File: config.mk
export PLATFORM = sky130hd
export DESIGN_NAME = icache_responder
export DESIGN_NICKNAME = d
export VERILOG_FILES = /design/src/rtl/icache_responder.sv
export SDC_FILE = /design/constraint.sdc
export NUM_CORES = 2
export LEC_CHECK = 0
export CORE_MARGIN = 2
export CORE_UTILIZATION = 54
export CTS_BUF_LIST = sky130_fd_sc_hd__clkbuf_8
export CTS_CLUSTER_SIZE = 28
export DETAILED_ROUTE_END_ITERATION = 7
export HOLD_SLACK_MARGIN = 0.15
export PLACE_DENSITY = 0.71
export REMOVE_ABC_BUFFERS = 1
export SYNTH_ARGS = -nofsm -noshare
export SYNTH_HDL_FRONTEND = slang
export SYNTH_SLANG_ARGS = --single-unit
export TNS_END_PERCENT = 20
File: constraint.sdc
create_clock -name clk -period 38.2 [get_ports clk]
set_input_delay 3.82 -clock clk [delete_from_list [all_inputs] [get_ports clk]]
set_output_delay 3.82 -clock clk [all_outputs]
set_load 0.005 [all_outputs]
File: src/rtl/icache_responder.sv
// Direct-mapped read-only instruction cache answering fetch port A, filling 128-bit lines from pmem.
// Optional hit/miss statistics counters are enabled by defining ICACHE_STATS_EN.
module icache_responder #(
    parameter int NUM_SETS = 8
) (
    input  logic         clk,
    input  logic         rst,
    input  logic         read_a,
    input  logic [15:0]  address_a,
    output logic         resp_a,
    output logic [15:0]  rdata_a,
    input  logic         flush,
    output logic         pmem_read,
    output logic [15:0]  pmem_address,
    input  logic         pmem_resp,
    input  logic [127:0] pmem_rdata
`ifdef ICACHE_STATS_EN
    ,
    input  logic         stats_reset,
    output logic [15:0]  hit_count,
    output logic [15:0]  miss_count
`endif
);

    localparam int IDX_W = $clog2(NUM_SETS);
    localparam int TAG_W = 12 - IDX_W;

    typedef enum logic [0:0] {
        ST_IDLE = 1'b0,
        ST_FILL = 1'b1
    } state_e;

    state_e                  state_q, state_d;
    logic [15:0]             miss_addr_q, miss_addr_d;
    logic [NUM_SETS-1:0]     valid_q, valid_d;
    logic [127:0]            data_q [NUM_SETS];
    logic [TAG_W-1:0]        tag_q  [NUM_SETS];

    logic [IDX_W-1:0]        req_idx_s;
    logic [TAG_W-1:0]        req_tag_s;
    logic [2:0]              req_off_s;
    logic [IDX_W-1:0]        fill_idx_s;
    logic [TAG_W-1:0]        fill_tag_s;
    logic [127:0]            req_line_s;
    logic                    hit_s;
    logic                    fill_we_s;
    logic                    miss_s;

    assign req_off_s  = address_a[3:1];
    assign req_idx_s  = address_a[3+IDX_W:4];
    assign req_tag_s  = address_a[15:4+IDX_W];
    assign fill_idx_s = miss_addr_q[3+IDX_W:4];
    assign fill_tag_s = miss_addr_q[15:4+IDX_W];
    assign req_line_s = data_q[req_idx_s];
    assign hit_s      = (state_q == ST_IDLE) && read_a && valid_q[req_idx_s]
                        && (tag_q[req_idx_s] == req_tag_s);

    // Next-state, fill control and port outputs; flush overrides any valid bit set by a fill.
    always_comb begin
        state_d      = state_q;
        miss_addr_d  = miss_addr_q;
        valid_d      = valid_q;
        resp_a       = 1'b0;
        rdata_a      = 16'h0000;
        pmem_read    = 1'b0;
        pmem_address = 16'h0000;
        fill_we_s    = 1'b0;
        miss_s       = 1'b0;
        case (state_q)
            ST_IDLE: begin
                if (hit_s) begin
                    resp_a  = 1'b1;
                    rdata_a = req_line_s[{req_off_s, 4'b0000} +: 16];
                end else if (read_a) begin
                    miss_s      = 1'b1;
                    miss_addr_d = {address_a[15:4], 4'b0000};
                    state_d     = ST_FILL;
                end else begin
                    state_d = ST_IDLE;
                end
            end
            ST_FILL: begin
                pmem_read    = 1'b1;
                pmem_address = miss_addr_q;
                if (pmem_resp) begin
                    fill_we_s           = 1'b1;
                    valid_d[fill_idx_s] = 1'b1;
                    state_d             = ST_IDLE;
                end else begin
                    state_d = ST_FILL;
                end
            end
            default: begin
                state_d = ST_IDLE;
            end
        endcase
        if (flush) begin
            valid_d = '0;
        end else begin
            valid_d = valid_d;
        end
    end

    // State, miss address and valid bits; reset abandons any fill in flight.
    always_ff @(posedge clk or posedge rst) begin
        if (rst) begin
            state_q     <= ST_IDLE;
            miss_addr_q <= 16'h0000;
            valid_q     <= '0;
        end else begin
            state_q     <= state_d;
            miss_addr_q <= miss_addr_d;
            valid_q     <= valid_d;
        end
    end

    // Line data and tag storage, written only when a fill completes.
    always_ff @(posedge clk or posedge rst) begin
        if (rst) begin
            for (int i = 0; i < NUM_SETS; i++) begin
                data_q[i] <= 128'h0;
                tag_q[i]  <= '0;
            end
        end else if (fill_we_s) begin
            data_q[fill_idx_s] <= pmem_rdata;
            tag_q[fill_idx_s]  <= fill_tag_s;
        end
    end

`ifdef ICACHE_STATS_EN
    logic [15:0] hit_count_q, hit_count_d;
    logic [15:0] miss_count_q, miss_count_d;

    // Saturating counters; stats_reset beats a same-cycle increment.
    always_comb begin
        hit_count_d  = hit_count_q;
        miss_count_d = miss_count_q;
        if (stats_reset) begin
            hit_count_d  = 16'h0000;
            miss_count_d = 16'h0000;
        end else begin
            if (resp_a && (hit_count_q != 16'hFFFF)) begin
                hit_count_d = hit_count_q + 16'h0001;
            end else begin
                hit_count_d = hit_count_q;
            end
            if (miss_s && (miss_count_q != 16'hFFFF)) begin
                miss_count_d = miss_count_q + 16'h0001;
            end else begin
                miss_count_d = miss_count_q;
            end
        end
    end

    // Statistics counter registers.
    always_ff @(posedge clk or posedge rst) begin
        if (rst) begin
            hit_count_q  <= 16'h0000;
            miss_count_q <= 16'h0000;
        end else begin
            hit_count_q  <= hit_count_d;
            miss_count_q <= miss_count_d;
        end
    end

    assign hit_count  = hit_count_q;
    assign miss_count = miss_count_q;
`endif

endmodule

# Word-level counts from Yosys, hierarchy flattened

Cells that the tools add are included.

Add/sub/neg operators: 0
$mul: 0
Div/mod/pow operators: 0
Order comparisons: 6
Equal/unequal tests: 1
Shift-type cells: 1
Multiplexer cells: 31
Bitwise logic cells: 5
Reductions and logical operators: 9

Operators with widths:

| cell                                                               | number |
|---|---|
| bitwise mux 1024 bit                                               | 1 |
| binary-select mux 128 bit (select 3 bit)                           | 1 |
| demux 128 bit (select 3 bit)                                       | 1 |
| two-way mux 128 bit                                                | 3 |
| indexed part select 128 x 8 -> 16 bit                              | 1 |
| bitwise mux 72 bit                                                 | 1 |
| two-way mux 16 bit                                                 | 3 |
| binary-select mux 9 bit (select 3 bit)                             | 1 |
| demux 9 bit (select 3 bit)                                         | 1 |
| two-way mux 9 bit                                                  | 3 |
| two-way mux 8 bit                                                  | 3 |
| two-way mux 1 bit                                                  | 10 |
| equality test 9 bit                                                | 1 |
| greater-or-equal comparator 4 bit (second input constant)          | 2 |
| < comparator 3 x 4 -> 1 bit (second input constant)                | 2 |
| inverter 3 -> 4 bit                                                | 2 |
| bitwise OR 8 bit                                                   | 1 |
| logical AND 1 bit                                                  | 5 |
| < comparator 4 x 1 -> 1 bit (second input constant)                | 1 |
| nonzero test 2 bit                                                 | 2 |
| binary-select mux 1 bit (select 3 bit)                             | 1 |
| demux 1 bit (select 3 bit)                                         | 1 |
| greater-or-equal comparator 3 x 1 -> 1 bit (second input constant) | 1 |
| AND reduction 3 bit                                                | 1 |
| 3 further kinds                                                    | 4 |

Bits in registers: 1117
Bits in latches: 0
RAM bits: 0
Bits in read-only memories: 0
Word-level logic and storage cells: 72
Memories: 0

# Depth between registers and ports, before layout

Word-level depth: 8
Gate-level depth with buffers: 11
Mapped depth without buffers: 7

# Least setup slack after synthesis

OpenSTA, ideal clock, no wires.

Path kind: input to output
Start point: in address_a[4]
End point: out rdata_a[0]
Arrival time: 6215 ps
Path slack: 28165 ps
Stages: 7
Buffers on the path: 3
Cell sequence: buf_6 buf_6 clkbuf_1 mux4_2 mux4_2 mux4_2 nor2b_1

Word-level cells in the longest chain between the ends: 8
Elaborated cells between the ends (all ways): 15
Those cells by class: eq/ne (1); shift (1); mux (10); bitwise (1); reduce/logical (2)

Ends and longest elaborated chain:

| what                                                                             | RTL line | source |
|---|---|---|
| start, declared                                                                  | 9        | `input logic [15:0] address_a,` |
| branches (longest 6 deep; another with binary-select mux 128 bit (select 3 bit)) | n/a      |  |
| two-way mux 16 bit *                                                             | 71       | `if (hit_s) begin` |
| two-way mux 16 bit *                                                             | 69       | `case (state_q)` |
| end, declared                                                                    | 11       | `output logic [15:0] rdata_a,` |

Every way passes the cells marked *. The select of a mux whose other input is x is not followed.

# Final worst setup path

Start point: in address_a[4]
End point: out rdata_a[4]

The elaborated chain is that of the path after synthesis.

==> run_results.csv <==
group,metric,value,unit
clock_tree,cts.sinks,1117,
synthesis,yosys.area.top_type,"dfrtp_1",
route,detail_route.wl_per_cell,25.2,um
worst_setup_path,criticalPathCategory,"primary input to output port",
worst_setup_path,cp_slowest_cell,"buf_4",
sta,relSlewSlack,18.0,%
worst_setup_path,end_kind,"output port",
global_routing,grt_max_degree,192,
clock_tree,cts_resized,0,
route,m1WireLength,48.7,mm
sta,period_minus_slack,13.10,ns
sta,report.final.slew_viol_count,0,
layout,final_nets,3243,
clock_tree,cts_root_buf,"clkbuf_8",
synthesis,ys_ff_latch,1117,
global_routing,antenna_found_initial,17,
sta,grt_setup_unrepaired,"false",
flow_run,maxCapViolCount,0,
layout,drive_gt1_share,54.7,%
worst_setup_path,rr_worst_depth,5,
power,power.density,73.8,nW/um2
sta,skew,0.0380,ns
place,dp_cells,4152,
route,initialDrtViolationCount,1666,
global_routing,gr-total-overflow,0,
worst_setup_path,cp_data_arrival_time,9.28,ns
synthesis,yosys_warnings,0,
floorplan,die_y,308,um
min_path,whs_path_depth,1,
clock_tree,numCtsBuffers,183,
floorplan,die-width,308,um
synthesis,netlist.area_leader.share,55.9,%
power,switchingPower,1.09,mW
floorplan,num_rows,111,
synthesis,syn-cell-area,50000,um2
sta,worst_slew_pin_slew,1.23,ns
route,dr.max_layer_used,"met5",
power,clockPowerShare,24.5,%
synthesis,avgSynthCellArea,17.3,um2
place,post-dp-hpwl,62.7,mm
route,post_drt_via_cell_ratio,5.99,
clock_tree,cts_setup_buffers,0,
power,p_sw_share,26.1,%
floorplan,core,91800,um2
sta,finalHoldViolCount,0,
clock_tree,clk_pin_slew_worst_paths,0.06,ns
floorplan,io_pins,183,
layout,stdcell_count,4490,
place,gp_congestion,0.737,
global_routing,grtUsageTotal,24.7,%
worst_setup_path,max_stage_delay,0.90,ns
route,dr_wl_met2,56.4,mm
synthesis,yosysSeqAreaShare,55.9,%
route,ant_nets,0,
power,power.internal,3.08,mW
sta,tns,0,ns
power,p_comb_share,26.2,%
sta,min_period_over_period,34.3,%
synthesis,synthTopCellsByArea,"dfrtp_1, mux2_2, mux4_2, clkbuf_1, buf_2",
sta,setup_viol,0,
route,drc,0,
clock_tree,cts_buffer_depth,3,
synthesis,yosysUniqueCellTypes,33,
power,power_leakage,23.9,nW
sta,fmax,0.0763,GHz
clock_tree,hold_buffers,0,
place,portBuffers,177,
synthesis,netlist_instances,2899,
synthesis,synth-main-ff-cell,"dfrtp_1",
layout,area_delta_synth_final,13.0,%
route,wl,113,mm
worst_setup_path,cp.required,34.38,ns
floorplan,initial_core_util,54.5,%
global_routing,grt_first_pass_wirelength,179,mm
worst_setup_path,cp_cell_sequence,"buf_8, buf_4, buf_4, buf_4, mux4_2, mux4_2, mux4_2, nor2b_1, clkdlybuf4s50_1",
worst_setup_path,path_max_fanout,66,
worst_setup_path,startpoint_type,"primary input",
outcome,status,"completed",
global_routing,grt_pass1_vias,30300,
route,via_count,26900,
synthesis,synth-edff-count,0,
floorplan,die_area,95100,um2
power,seqPwrFrac,49.3,%
route,met3WireLength,5.24,mm
synthesis,synthArstFlopShare,100,%
route,firstDrtPassIters,4,
clock_tree,clkLatencyLatePin,0.84,ns
clock_tree,htreeDepth,4,
power,peakVddDrop,0.0334,mV
min_path,hp-class,"flip-flop to flip-flop",
clock_tree,cts_tree,"built",
## worst max-delay path, delay by kind of cell
family        cells  cell delay [ns]
simple gates      1             0.21
mux               3             1.58
buf+inv           5             3.47
## cell type report
class                   count  area, um2
diodes                     11       27.5
repair buffers            217       2130
fillers                  6592      35300
clock buffers             236       3250
flip-flops and latches   1117      28000
inverters                   5       26.3
multi-input cells        1570      21200
clock inverters            91        430
well taps                1243       1560
## synthesized netlist by cell type, types with 4 or more instances
library cell and instances:
mux4_2 350, dfrtp_1 1117, nor2_1 20, buf_4 15
nand2_1 7, xor2_1 8, clkbuf_1 120, and2_1 12
mux2i_1 18, mux2_4 9, mux2_2 1096, inv_1 4
buf_2 37, buf_6 8, buf_1 30, a22oi_1 6
nor2b_1 18
## sequential cells by signal, summed over array words and instances, names as in the netlist
name / cells
valid_q: 8
tag_q: 72
data_q: 1024
state_q: 1
miss_addr_q: 12
## path summary, 6_finish.rpt
kind	start	end	slack (ns)
min in group asynchronous	rst	data_q[617]	3.56
min reg2reg	data_q[178]	data_q[178]	0.50
max reg2reg	state_q	data_q[978]	34.20
max	address_a[4]	rdata_a[4]	25.10
min	data_q[178]	data_q[178]	0.50
max in group asynchronous	rst	data_q[122]	31.16
## layer usage
layer  track usage (%)  vias up
met1              33.6    14700
met4              7.37       20
met2              40.4      531
met5                 0        -
met3              5.25      208
li1                  -    11400
## layout by cell type (no fill, tap or decap), types with 2 or more instances in the layout
cell and n:
nand4_1 2, clkbuf_8 236, buf_8 2, inv_6 4
buf_2 2, buf_12 5, inv_1 72, inv_8 5
nor2_1 16, dfrtp_1 1117, mux2i_1 18, clkinv_2 9
nor2b_1 18, nand2b_1 3, clkinvlp_4 4, nand3_1 3
clkdlybuf4s50_1 171, nand2_1 7, nor2_4 4, xor2_1 8
nor3_2 2, conb_1 4, mux4_2 350, mux2_1 3
and2_1 12, mux2_4 9, buf_4 36, a22oi_1 6
diode_2 11, mux2_2 1096
## power groups by stage
stage	registers, mW	logic [mW]	clock network, mW
floorplan	1.98	0.922	0
detailed placement	2.08	1.11	0
global placement	2.01	1.05	0
CTS	2.06	1.11	1.05
global route	2.13	1.18	1.11
finish	2.06	1.09	1.02
## per-stage QoR
stage | hold slack [ns] | total power [mW] | setup slack, ns | instance area [um2] | util (%)
6_report | 0.498 | 4.17 | 25.10 | 56500 | 61.6
5_1_grt | 0.508 | 4.42 | 24.63 | 56500 | 61.6
4_1_cts | 0.502 | 4.22 | 24.90 | 56500 | 61.6
3_5_place_dp | 0.490 | 3.19 | 24.94 | 52800 | 57.6
3_3_place_gp | 0.479 | 3.06 | 24.91 | 52800 | 57.6
2_1_floorplan | 0.461 | 2.91 | 2.93 | 49100 | -
## cells by family (layout without fill, tap and decap cells)
logic type | count (synthesis) | after routing | synth area share [%]
and+or+nand+nor | 72 | 72 | 0.765
muxes | 1476 | 1476 | 41.1
xor gates and xnor gates | 9 | 9 | 0.158
buffers and inverters | 215 | 549 | 1.94
other | 1 | 15 | 0.00749
DFF | 1117 | 1117 | 55.9
AOI/OAI and AO/OA | 9 | 9 | 0.148
Note: power is estimated with default switching activity, not from simulation.
==> RTL change 1: new RTL, config.mk and constraints unchanged <==
`miss_addr_q` no longer has a reset.
--- a/src/rtl/icache_responder.sv
+++ b/src/rtl/icache_responder.sv
@@ -107,3 +107,2 @@
             state_q     <= ST_IDLE;
-            miss_addr_q <= 16'h0000;
             valid_q     <= '0;
@@ -111,5 +110,8 @@
             state_q     <= state_d;
-            miss_addr_q <= miss_addr_d;
             valid_q     <= valid_d;
         end
+    end
+
+    always_ff @(posedge clk) begin
+        miss_addr_q <= miss_addr_d;
     end
Check against the original RTL: not settled (the Yosys comparison gave no result); the edit may change what the design does.
==> RTL change 1 against the original RTL <==
- synthesized cell count up 4.0%
- sequential cell count unchanged
- synthesized area down 1.2%
- utilization up 0.072 points
- cell area down 1.4%
- total power down 16%
- count of clock-buffer cells in the layout down 20
- via count up 4.4%
- clock skew down 0.012 ns
- setup slack better by 0.19 ns
- wire length up 6.1%
==> RTL change 1: results (changes against the original RTL) <==
| Metric | Value |
|---|---|
| Outcome | `finished, final reports clean` |
| Clock-pin slew on the worst setup and hold paths | `0.05 ns` |
| CTS resizes | `0 (unchanged)` |
| Initial antenna violation count | `27 (+10)` |
| Area contributors post-synth | `dfrtp_1, mux2_2, mux4_2, a22oi_1, clkbuf_1` |
| Register area share after synthesis | `56.7% (+0.79 points)` |
| Root buffer cell | `clkbuf_8` |
| Htree depth | `4 (unchanged)` |
| CTS buffer count | `180 (-1.6%)` |
| Top Registers | `data_q x1024, tag_q x72, miss_addr_q x12` |
| Worst vdd ir | `0.0340 mV (+1.8%)` |
| Reg2reg path depth | `5 (unchanged)` |
| Nets | `3355 (+3.5%)` |
| Syn. warnings | `0 (unchanged)` |
| Vias in the first global route | `31.9k (+5.3%)` |
| Dominant synthesized flop cell | `dfrtp_1` |
| Ys async rst share | `98.9% (-1.1 points)` |
| Worst-Skew Late Latency | `0.83 ns` |
| CTS Buffer Depth | `3 (unchanged)` |
| DRT Pass-1 Iters | `5 (+1)` |
| Port bufs | `177 (unchanged)` |
| Cell total after placement | `4200 (+1.2%)` |
| Vias per inst | `6.21 (+3.6%)` |
| Post-Synthesis Cells | `3016 (+4.0%)` |
| Pleak | `23.4 nW (-2.2%)` |
| Worst min path class | `register to register` |
| Top-area cell type share of the netlist area | `55.9% (+0.063 points)` |
| Post-Synth Adder-Cell Area | `0% (unchanged)` |
| Compound-Gate Fraction of Synth Area | `2.62% (+2.5 points)` |
| Crit path max fanout | `59 (-11%)` |
| Mux cell area share after synthesis | `37.7% (-3.4 points)` |
| Routability congestion estimate from global placement | `0.729 (-1.0%)` |
| Post-synth EDFFs | `12 (+12)` |
| Hold path cells | `1 (unchanged)` |
| Final Skew | `0.0264 ns (-0.0115 ns)` |
| Drt initial violations | `1766 (+6.0%)` |
| Largest net degree at the start of global routing | `183 (-4.7%)` |
| Commonest cells in the netlist | `dfrtp_1, mux2_2, mux4_2, clkbuf_1, a22oi_1` |
| GRT Total Usage | `26.3% (+1.6 points)` |
| Global-route wire length before repair | `189 mm (+5.3%)` |
| Detailed Place HPWL | `66.2 mm (+5.6%)` |
| Tightest Pin Transition | `1.20 ns (-0.0249 ns)` |
| Xor-xnor portion of the synthesized cell area | `0.159% (+0.0019 points)` |
| Routed WL per cell | `26.5 um (+5.3%)` |
| WP data arrival | `9.09 ns (-0.19 ns)` |
| Fraction of layout cells with a size suffix above 1 | `50.4% (-4.3 points)` |
| Synth unique cells | `32 (-3.0%)` |
| Post-CTS repair timing setup buffer count | `0 (unchanged)` |
| Vias | `28.1k (+4.4%)` |
==> RTL change 1: cell types whose count changed in the layout (fill, tap and decap cells not counted), sizes merged, moves of 15 or more <==
cell,before,now
a22oi,6,128
clkbuf,236,216
nor4,1,17
nor2,20,37
nor2b,18,3
mux4,350,276
a21oi,1,65
==> RTL change 1: final timing paths <==
| check | startpoint | endpoint | slack [ns] |
|---|---|---|---|
| hold / removal | data_q[45]$_DFFE_PP0P_ | data_q[45]$_DFFE_PP0P_ | 0.50 |
| hold reg to reg | data_q[45]$_DFFE_PP0P_ | data_q[45]$_DFFE_PP0P_ | 0.50 |
| max in group asynchronous | rst | tag_q[39]$_DFFE_PP0P_ | 30.48 |
| setup reg to reg | state_q$_DFF_PP0_ | data_q[1021]$_DFFE_PP0P_ | 34.16 |
| min in group asynchronous | rst | data_q[702]$_DFFE_PP0P_ | 3.58 |
| setup / recovery | address_a[4] | rdata_a[2] | 25.29 |
==> RTL change 1: kinds of logic (layout without fill, tap and decap cells) <==
group                     Yosys count  after routing
muxes                            1382           1382
DFF                              1117           1117
buffers and inverters             227            542
AOI/OAI and AO/OA                 194            194
and+or+nand+nor                    86             86
xor gates and xnor gates            9              9
other                               1             16
==> RTL change 1: power by group <==
part	switching [mW]	internal (mW)	total (mW)
Combinational	0.241	0.492	0.734
Clock	0.469	0.511	0.980
Sequential	0.197	1.58	1.78
Total	0.908	2.58	3.49
==> RTL change 1: routing by layer <==
| layer | track usage (%) | routed length, um | vias up |
|---|---|---|---|
| li1 | - | - | 11810 |
| met1 | 34.7 | 50500 | 15354 |
| met2 | 43.2 | 59600 | 639 |
| met3 | 5.91 | 6270 | 245 |
| met4 | 9.28 | 3250 | 28 |
| met5 | 0 | 179 | - |
==> RTL change 1: final cells by class <==
cell class | instances | area (um^2)
fillers | 6601 | 34700
clock inverters | 94 | 452
repair buffers | 228 | 2230
well taps | 1176 | 1470
flip-flops and latches | 1117 | 28000
clock buffers | 216 | 2970
multi-input cells | 1675 | 20600
inverters | 4 | 22.5
diodes | 12 | 30.0
==> RTL change 1: worst max-delay path: stages <==
cell             delay [ns]
buf_8                  0.49
buf_4                  0.75
buf_4                  0.86
buf_4                  0.92
mux4_2                 0.61
a22oi_1                0.17
a21oi_1                0.11
nor4_1                 0.60
nor2_1                 0.11
clkdlybuf4s50_1        0.48
==> RTL change 1: stage by stage <==
stage	hold slack [ns]	instance area, um^2	setup slack [ns]
6_report	0.500	55800	25.29
5_1_grt	0.508	55800	24.74
4_1_cts	0.503	55700	25.02
2_1_floorplan	0.461	48500	3.27
3_5_place_dp	0.490	52300	25.01
3_3_place_gp	0.482	52300	25.01
==> RTL change 2: new RTL, same flow settings <==
Made on the original files. Change the parameter `NUM_SETS` from 8 to 4.
--- a/src/rtl/icache_responder.sv
+++ b/src/rtl/icache_responder.sv
@@ -3,3 +3,3 @@
 module icache_responder #(
-    parameter int NUM_SETS = 8
+    parameter int NUM_SETS = 4
 ) (
Behaviour: no difference found for any inputs over 4 cycles, from zero or initial values and one cycle with rst high; that may be too few to reach the edited logic, so the function may still have changed.
==> RTL change 2 against the original RTL <==
- the run now ends with design-rule violations left
- setup slack improved by 1.6 ns
- global-route usage decreased by 1.4 points
- total power decreased by 48%
- sequential power decreased by 50%
- hold slack improved by 0.00056 ns
- sequential share of layout area decreased by 1.7 points
- combinational power decreased by 48%
- sequential cell count decreased by 548
- synthesized cell count decreased by 48%
- wire length decreased by 52%
- clock power decreased by 46%
- synthesized area decreased by 49%
- register-to-register slack improved by 0.47 ns
- cell area decreased by 47%
- critical path type unchanged
- highest routed layer unchanged
==> RTL change 2: results (changes against the original RTL) <==
| Metric | Value |
|---|---|
| Outcome | `complete, but fails checks` |
| Failing checks | `design-rule violations` |
| WP data arrival | `7.68 ns (-1.60 ns)` |
| Switching pwr | `0.556 mW (-49%)` |
| Reg2reg path depth | `6 (+1)` |
| Worst vdd ir | `0.0349 mV (+4.5%)` |
| Worst-Skew Late Latency | `0.68 ns (-0.16 ns)` |
| Worst Hold End | `data_q[245]$_DFFE_PP0P_` |
| Slew margin rel. | `17.2% (-0.80 points)` |
| Largest net degree at the start of global routing | `140 (-27%)` |
| Vias in the first global route | `15.6k (-48%)` |
| Slowest-stage cell, CP | `nand3_1` |
| Pleak | `12.7 nW (-47%)` |
| CTS buffer count | `96 (-48%)` |
| Mux cell area share after synthesis | `40.5% (-0.59 points)` |
| GRT Total Usage | `23.3% (-1.4 points)` |
| Vias per inst | `5.89 (-1.7%)` |
| Global-route wire length before repair | `88.5 mm (-51%)` |
| Fillers | `3485 (-47%)` |
| DRT Pass-1 Iters | `8 (+4)` |
| Top-area cell type share of the netlist area | `55.7% (-0.12 points)` |
| Nets | `1850 (-43%)` |
| Crit path max fanout | `62 (-6.1%)` |
| Drt initial violations | `771 (-54%)` |
| Initial antenna violation count | `7 (-10)` |
| Routed WL per cell | `22.8 um (-9.3%)` |
| Area contributors post-synth | `dfrtp_1, mux2_2, mux4_2, mux2i_1, clkbuf_1` |
| Placed Area | `27800 um^2 (-47%)` |
| Reg-to-reg endpoint | `data_q[87]$_DFFE_PP0P_` |
| Final Skew | `0.0199 ns (-0.0181 ns)` |
| Synth unique cells | `31 (-6.1%)` |
| Routability congestion estimate from global placement | `0.727 (-1.4%)` |
| Clock-pin slew on the worst setup and hold paths | `0.06 ns (about the same)` |
| CP endpoint | `rdata_a[0]` |
| Commonest cells in the netlist | `dfrtp_1, mux2_2, mux4_2, clkbuf_1, buf_2` |
| Ys async rst share | `100% (unchanged)` |
| Flop2flop setup slack | `34.67 ns (+0.47 ns)` |
| Fraction of layout cells with a size suffix above 1 | `51.0% (-3.8 points)` |
| Detailed Place HPWL | `30.9 mm (-51%)` |
| # DRC | `22 (+22)` |
| Compound-Gate Fraction of Synth Area | `0.314% (+0.17 points)` |
| Xor-xnor portion of the synthesized cell area | `0.480% (+0.32 points)` |
| Worst path max stage delay | `0.77 ns (-0.13 ns)` |
| Register area share after synthesis | `55.7% (-0.12 points)` |
| Htree depth | `3 (-1)` |
## RTL change 2: cell count changes in the layout (fill, tap and decap cells not counted), sizes merged, moves of 18 or more
cell	before	now
dfrtp	1117	569
mux2	1108	565
mux4	350	165
clkbuf	236	131
inv	82	43
buf	46	23
nor2b	18	0
## RTL change 2: power groups by stage
stage	logic [mW]	registers, mW	clock network, mW
after floorplan	0.485	1.00	0
after global placement	0.552	1.03	0
after detailed placement	0.576	1.05	0
after CTS	0.577	1.04	0.563
after global routing	0.616	1.08	0.591
final	0.569	1.04	0.546
## RTL change 2: per-layer routing
metal / GRT usage (%) / routed length (um) / vias up
met4: 8.13 / 1200 / 8
li1: - / - / 6091
met3: 4.86 / 3010 / 90
met2: 37.3 / 26600 / 303
met5: 0 / 54 / -
met1: 32.1 / 23700 / 7598
## RTL change 2: area by class of cell
type | instances | area, um^2 | share of cell area, %
sequential | 569 | 14200 | 47.8
multi-input combinational | 828 | 10800 | 36.3
timing repair buffer | 197 | 1940 | 6.51
clock buffer | 129 | 1780 | 5.96
tap | 607 | 759 | 2.55
clock inverter | 48 | 223 | 0.747
inverter | 9 | 41.3 | 0.139
antenna | 5 | 12.5 | 0.0420
## RTL change 2: through the flow
| stage | cells | util (%) | setup WS (ns) | hold slack (ns) |
|---|---|---|---|---|
| CTS | 2387 | 63.9 | 26.67 | 0.500 |
| global route | 2389 | 63.9 | 26.50 | 0.507 |
| detailed placement | 2210 | 59.6 | 26.67 | 0.487 |
| floorplan | 1406 | - | 18.45 | 0.466 |
| finish | 2392 | 63.9 | 26.70 | 0.499 |
| global placement | 2210 | 59.6 | 26.75 | 0.481 |
